## config.mk

```make
export PLATFORM = sky130hd
export DESIGN_NAME = alu_iter
export DESIGN_NICKNAME = d
export VERILOG_FILES = /design/src/rtl/alu_iter.sv
export SDC_FILE = /design/constraint.sdc
export NUM_CORES = 1
export LEC_CHECK = 0
export BUFFER_PORTS_ARGS = -buffer_cell sky130_fd_sc_hd__buf_2
export CAP_MARGIN = 20
export CORE_MARGIN = 5
export CORE_UTILIZATION = 27
export CTS_CLUSTER_DIAMETER = 150
export CTS_CLUSTER_SIZE = 14
export DETAILED_ROUTE_END_ITERATION = 7
export HOLD_SLACK_MARGIN = 0.15
export PLACE_DENSITY_LB_ADDON = 0.15
export RECOVER_POWER = 50
export SYNTH_ARGS = -nofsm -noshare
export SYNTH_HDL_FRONTEND = slang
export SYNTH_SLANG_ARGS = --single-unit
```

## constraint.sdc

```tcl
create_clock -name clk -period 4.9 [get_ports clk]
set_input_delay 0.245 -clock clk [delete_from_list [all_inputs] [get_ports clk]]
set_output_delay 0.245 -clock clk [all_outputs]
set_load 0.1 [all_outputs]
```

## src/rtl/alu_iter.sv

```systemverilog
// alu_iter: handshaked execution unit with registered outputs.
// Single-cycle logic/arith/shift/branch ops plus an iterative shift-add
// multiplier and, when ALU_ITER_DIV_EN is defined, a restoring divider.
// Without ALU_ITER_DIV_EN, DIVU/REMU decode as illegal ops.
module alu_iter #(
  parameter int WIDTH   = 32,
  parameter int SHAMT_W = $clog2(WIDTH)
) (
  input  logic             clk,
  input  logic             reset,
  input  logic             valid_i,
  output logic             ready_o,
  input  logic [4:0]       op_i,
  input  logic [WIDTH-1:0] rd_i,
  input  logic [WIDTH-1:0] rs_i,
  output logic             valid_o,
  input  logic             yumi_i,
  output logic [WIDTH-1:0] result_o,
  output logic             jump_now_o
);

  typedef enum logic [1:0] {S_IDLE, S_BUSY, S_DONE} state_e;

  typedef enum logic [4:0] {
    OP_ADDU  = 5'd0,  OP_SUBU = 5'd1,  OP_SLLV = 5'd2,  OP_SRAV = 5'd3,
    OP_SRLV  = 5'd4,  OP_AND  = 5'd5,  OP_OR   = 5'd6,  OP_NOR  = 5'd7,
    OP_SLT   = 5'd8,  OP_SLTU = 5'd9,  OP_ROL  = 5'd10, OP_BEQZ = 5'd11,
    OP_BNEZ  = 5'd12, OP_BGTZ = 5'd13, OP_BLTZ = 5'd14, OP_PASSB = 5'd15,
    OP_PASSA = 5'd16, OP_MULU = 5'd17, OP_DIVU = 5'd18, OP_REMU = 5'd19
  } op_e;

  state_e             state;
  op_e                op_dec;
  op_e                op_q;
  logic [SHAMT_W-1:0] cnt;
  logic [WIDTH-1:0]   acc;
  logic [WIDTH-1:0]   opa;
  logic [WIDTH-1:0]   opb;

  logic [WIDTH-1:0]   simple_res;
  logic               simple_jmp;
  logic               is_iter;
  logic [SHAMT_W-1:0] shamt;
  logic [SHAMT_W-1:0] rol_idx;
  logic [WIDTH-1:0]   mul_acc_next;
  logic               last_step;

  assign op_dec    = op_e'(op_i);
  assign shamt     = rs_i[SHAMT_W-1:0];
  assign ready_o   = (state == S_IDLE) && !reset;
  assign last_step = (cnt == SHAMT_W'(WIDTH - 1));

  // multiplier step: add shifted multiplicand when the current multiplier bit is set
  assign mul_acc_next = opb[0] ? (acc + opa) : acc;

`ifdef ALU_ITER_DIV_EN
  logic [WIDTH-1:0] div_sh;
  logic             div_ge;
  logic [WIDTH-1:0] div_rem_next;
  logic [WIDTH-1:0] div_quo_next;

  // restoring divide step; acc[WIDTH-1] is the carry-out of the shifted
  // partial remainder, so the trial subtract never needs a WIDTH+1 datapath
  assign div_sh       = {acc[WIDTH-2:0], opa[WIDTH-1]};
  assign div_ge       = acc[WIDTH-1] | (div_sh >= opb);
  assign div_rem_next = div_ge ? (div_sh - opb) : div_sh;
  assign div_quo_next = {opa[WIDTH-2:0], div_ge};

  assign is_iter = (op_dec == OP_MULU) || (op_dec == OP_DIVU) || (op_dec == OP_REMU);
`else
  assign is_iter = (op_dec == OP_MULU);
`endif

  // single-cycle result and branch decision; anything undecoded yields zeros
  always_comb begin
    simple_res = '0;
    simple_jmp = 1'b0;
    rol_idx    = '0;
    case (op_dec)
      OP_ADDU:  simple_res = rd_i + rs_i;
      OP_SUBU:  simple_res = rd_i - rs_i;
      OP_SLLV:  simple_res = rd_i << shamt;
      OP_SRAV:  simple_res = $unsigned($signed(rd_i) >>> shamt);
      OP_SRLV:  simple_res = rd_i >> shamt;
      OP_AND:   simple_res = rd_i & rs_i;
      OP_OR:    simple_res = rd_i | rs_i;
      OP_NOR:   simple_res = ~(rd_i | rs_i);
      OP_SLT:   simple_res = {{(WIDTH-1){1'b0}}, ($signed(rd_i) < $signed(rs_i))};
      OP_SLTU:  simple_res = {{(WIDTH-1){1'b0}}, (rd_i < rs_i)};
      OP_ROL: begin
        // modular bit-index rotate: an amount of zero maps every bit to itself
        for (int unsigned i = 0; i < WIDTH; i++) begin
          rol_idx       = SHAMT_W'(i) - shamt;
          simple_res[i] = rd_i[rol_idx];
        end
      end
      OP_BEQZ:  simple_jmp = (rd_i == '0);
      OP_BNEZ:  simple_jmp = (rd_i != '0);
      OP_BGTZ:  simple_jmp = !rd_i[WIDTH-1] && (rd_i != '0);
      OP_BLTZ:  simple_jmp = rd_i[WIDTH-1];
      OP_PASSB: simple_res = rs_i;
      OP_PASSA: simple_res = rd_i;
      default:  simple_res = '0;
    endcase
  end

  // control FSM, iterative datapath and registered outputs
  always_ff @(posedge clk) begin
    if (reset) begin
      state      <= S_IDLE;
      valid_o    <= 1'b0;
      result_o   <= '0;
      jump_now_o <= 1'b0;
      cnt        <= '0;
      acc        <= '0;
      opa        <= '0;
      opb        <= '0;
      op_q       <= OP_ADDU;
    end else begin
      case (state)
        S_IDLE: begin
          if (valid_i) begin
            if (is_iter) begin
              op_q  <= op_dec;
              acc   <= '0;
              opa   <= rd_i;
              opb   <= rs_i;
              cnt   <= '0;
              state <= S_BUSY;
            end else begin
              result_o   <= simple_res;
              jump_now_o <= simple_jmp;
              valid_o    <= 1'b1;
              state      <= S_DONE;
            end
          end
        end
        S_BUSY: begin
          cnt <= cnt + SHAMT_W'(1);
`ifdef ALU_ITER_DIV_EN
          if (op_q != OP_MULU) begin
            acc <= div_rem_next;
            opa <= div_quo_next;
            if (last_step) begin
              result_o   <= (op_q == OP_DIVU) ? div_quo_next : div_rem_next;
              jump_now_o <= 1'b0;
              valid_o    <= 1'b1;
              state      <= S_DONE;
            end
          end else
`endif
          begin
            acc <= mul_acc_next;
            opa <= opa << 1;
            opb <= opb >> 1;
            if (last_step) begin
              result_o   <= mul_acc_next;
              jump_now_o <= 1'b0;
              valid_o    <= 1'b1;
              state      <= S_DONE;
            end
          end
        end
        S_DONE: begin
          if (yumi_i) begin
            valid_o <= 1'b0;
            state   <= S_IDLE;
          end
        end
        default: state <= S_IDLE;
      endcase
    end
  end

endmodule

```

==> results.json <==
{
  "status": "finished with violations",
  "violations": "DRC, capacitance limit, slew limit",
  "globalRouteTotalUtil_pct": 25.0,
  "grt_pass1_wl_um": 138000,
  "drive_gt1_share_pct": 11.5,
  "critical-path-max-stage-delay_ns": 1.23,
  "ys_ff_latch": 137,
  "tightest_slew_ns": 3.15,
  "hold_viol": 0,
  "swShare_pct": 44.9,
  "syn_nets": 2743,
  "antenna_found_initial": 4,
  "dp_hpwl_um": 73700,
  "ys_seq_area_share_pct": 14.8,
  "htree_levels": 4,
  "pin_count": 108,
  "core.rowCount": 96,
  "num-nets-final": 2744,
  "endpoint_kind": "flop",
  "clockBufferDepth": 2,
  "grt_start_max_net_pins": 81,
  "seq_power_share_pct": 26.6,
  "fin_skew_ns": 0.0107,
  "port_buffers": 107,
  "crit_chain": "clkbuf_1 -> or3b_1 -> or3b_1 -> inv_1 -> a21oi_1 -> nor2_4 -> clkbuf_2 -> nor2_1 -> a311oi_1",
  "cts_sinks": 137,
  "syn_to_final_growth_pct": 11.1,
  "synth_area_per_cell_um2": 7.37,
  "syn_area_um2": 18500,
  "crit_path_frequent_cell": "or3b_1",
  "synthMostInstantiatedCell": "nor2_1",
  "cts_buffers": 17,
  "rsz0062_at_grt": "no",
  "p_switching_mw": 1.98,
  "die_area_um2": 73900,
  "slew_headroom_pct": -110,
  "maxSlewViolCount": 139,
  "cap_violations": 2,
  "postRouteAntennaNets": 0,
  "peakVddDrop_v": 0.000208,
  "viasPerCell": 6.04,
  "power_frac_clock_pct": 29.4,
  "setup_violations": 0,
  "synth.top_cell.area_share_pct": 14.8,
  "critPathMaxFanout": 80,
  "fmax_mhz": 253,
  "cts.reportedPaths.clkPinSlew_ns": 0.06,
  "core_area_um2": 68200,
  "async_flop_share_pct": 0,
  "synth_xor_area_share_pct": 3.77,
  "grt_pass1_vias": 19200,
  "synthDistinctLibCells": 90,
  "syn_inst": 2510,
  "synthTopCellsByArea": "dfxtp_1 15%, ha_1 11%, mux2i_1 7.3%",
  "finalSetupTns_ns": 0,
  "synth_top_cell_by_area": "dfxtp_1",
  "first_pass_iters": 8,
  "p_leak_nw": 8.12,
  "drt_iter0_drc": 2347,
  "synthAdderAreaFrac_pct": 10.9,
  "p_comb_share_pct": 44.0,
  "cp.required_ns": 5.24,
  "cts_setup_buffers": 0,
  "synth-simple-area-share_pct": 20.1,
  "place_inst": 3346,
  "routed_wirelength_um": 96300,
  "critPathArrivalTime_ns": 4.29,
  "vias": 20600,
  "synth_compound_area_share_pct": 27.5,
  "overflow": 0,
  "route.detailed.drc": 3,
  "wl_per_cell_um": 28.3,
  "synth_ff_type": "dfxtp_1",
  "cp_slowest_cell": "clkbuf_2",
  "place.gp.congestion": 1.02,
  "die_h_um": 272,
  "cts_tree": "built",
  "cp-start-kind": "primary input",
  "critical_path_class": "primary input to flop",
  "synth_top_family_by_area": "compound AO/OA/AOI/OAI gates",
  "start_util_pct": 27.1,
  "min_path_type": "primary input to flop",
  "timing.final.crit_share_pct": 80.6,
  "synth_edf_count": 0,
  "yosys-top-cells-count": "323 x nor2_1, 288 x nand2_1, 234 x a21oi_1",
  "period_minus_slack_ns": 3.95,
  "cts_root_buf": "clkbuf_16",
  "internal_power_mw": 2.43,
  "die_w_um": 272,
  "synth_mux_area_share_pct": 15.7,
  "clk_latency_ns": 0.48,
  "yosys_warnings": 0,
  "power_density_nw_per_um2": 215,
  "layout.cells.non_filler": 3407
}
[worst paths after layout]
| kind | from | endpoint | slack, ns | cells past startpoint |
|---|---|---|---|---|
| setup / recovery | op_i[3] | opb[13] | 0.95 | 9 |
| hold reg to reg | acc[25] | acc[25] | 0.47 | 2 |
| hold / removal | rd_i[29] | opa[29] | 0.23 | 3 |
| setup reg to reg | opa[0] | result_o[28] | 1.19 | 12 |
[critical path, delay by kind of cell]
kind            cells  cell delay [ns]
simple gates        4             1.79
buf+inv             3             1.71
compound gates      2             0.41
[per-stage QoR]
step	util, %	hold slack (ns)	area, um2	setup WS, ns	total power, mW
detailed placement	29.0	0.464	19800	0.853	3.07
floorplan	-	0.393	18500	1.16	2.43
finish	30.1	0.228	20600	0.950	4.41
global route	30.1	0.233	20500	0.640	4.59
CTS	30.2	0.194	20600	1.21	4.40
global placement	29.0	0.460	19800	0.921	3.07
[cell usage in the layout, fill, tap and decap left out, drive strengths merged, types with 19 or more instances in the layout]
cell | synthesis | final
nor2 | 323 | 323
nand2 | 289 | 289
a21oi | 237 | 237
ha | 157 | 157
dfxtp | 137 | 137
mux2i | 134 | 134
buf | 70 | 129
inv | 104 | 111
o21ai | 108 | 108
a311oi | 73 | 73
xnor2 | 62 | 62
clkbuf | 144 | 57
mux4 | 54 | 54
nor3 | 50 | 50
a211oi | 43 | 43
nand3 | 42 | 42
o211ai | 32 | 32
mux2 | 30 | 30
a222oi | 28 | 28
dlygate4sd3 | 0 | 28
a21o | 26 | 26
nor4 | 26 | 26
and3 | 19 | 19
nand4 | 19 | 19
[kinds of logic after synthesis]
kind of cell / Yosys count
AO/OA/AOI/OAI: 751
XOR/XNOR: 78
adder cells (fa/ha/maj): 160
buffers and inverters: 320
flip-flops: 137
multiplexers: 218
AND/OR/NAND/NOR: 846
[registers in the layout (all words and copies together) (netlist names)]
register    cells
result_o       32
acc            32
state           2
opb            32
jump_now_o      1
valid_o         1
opa            32
cnt             5
[timing repair]
item,CTS,global route
hold buffers,28,0
endpoints found under the hold margin,28,0
resized for setup,0,0
setup endpoints to repair,0,0
[routing by layer]
metal	track usage (%)	share of wire [%]	vias up
li1	-	-	9259
met1	34.8	44	10100
met2	38.2	43	1061
met3	4.83	7.9	184
met4	10.0	4.4	4
met5	0	0.027	-
[power by group through the flow]
stage / clock network (mW) / registers (mW) / logic, mW
6_report: 1.30 / 1.17 / 1.94
5_1_grt: 1.38 / 1.18 / 2.03
4_1_cts: 1.33 / 1.17 / 1.90
3_5_place_dp: 0 / 1.20 / 1.87
3_3_place_gp: 0 / 1.20 / 1.87
2_1_floorplan: 0 / 1.32 / 1.11
[area by class of cell]
| cell class | instances | area [um2] |
|---|---|---|
| inverter | 106 | 398 |
| multi-input combinational | 2053 | 14500 |
| clock buffer | 18 | 439 |
| sequential | 137 | 2740 |
| tap | 882 | 1100 |
| antenna | 1 | 2.50 |
| fill | 7441 | 47700 |
| clock inverter | 14 | 131 |
| timing repair buffer | 196 | 1250 |
(Power assumes the default switching activity.)
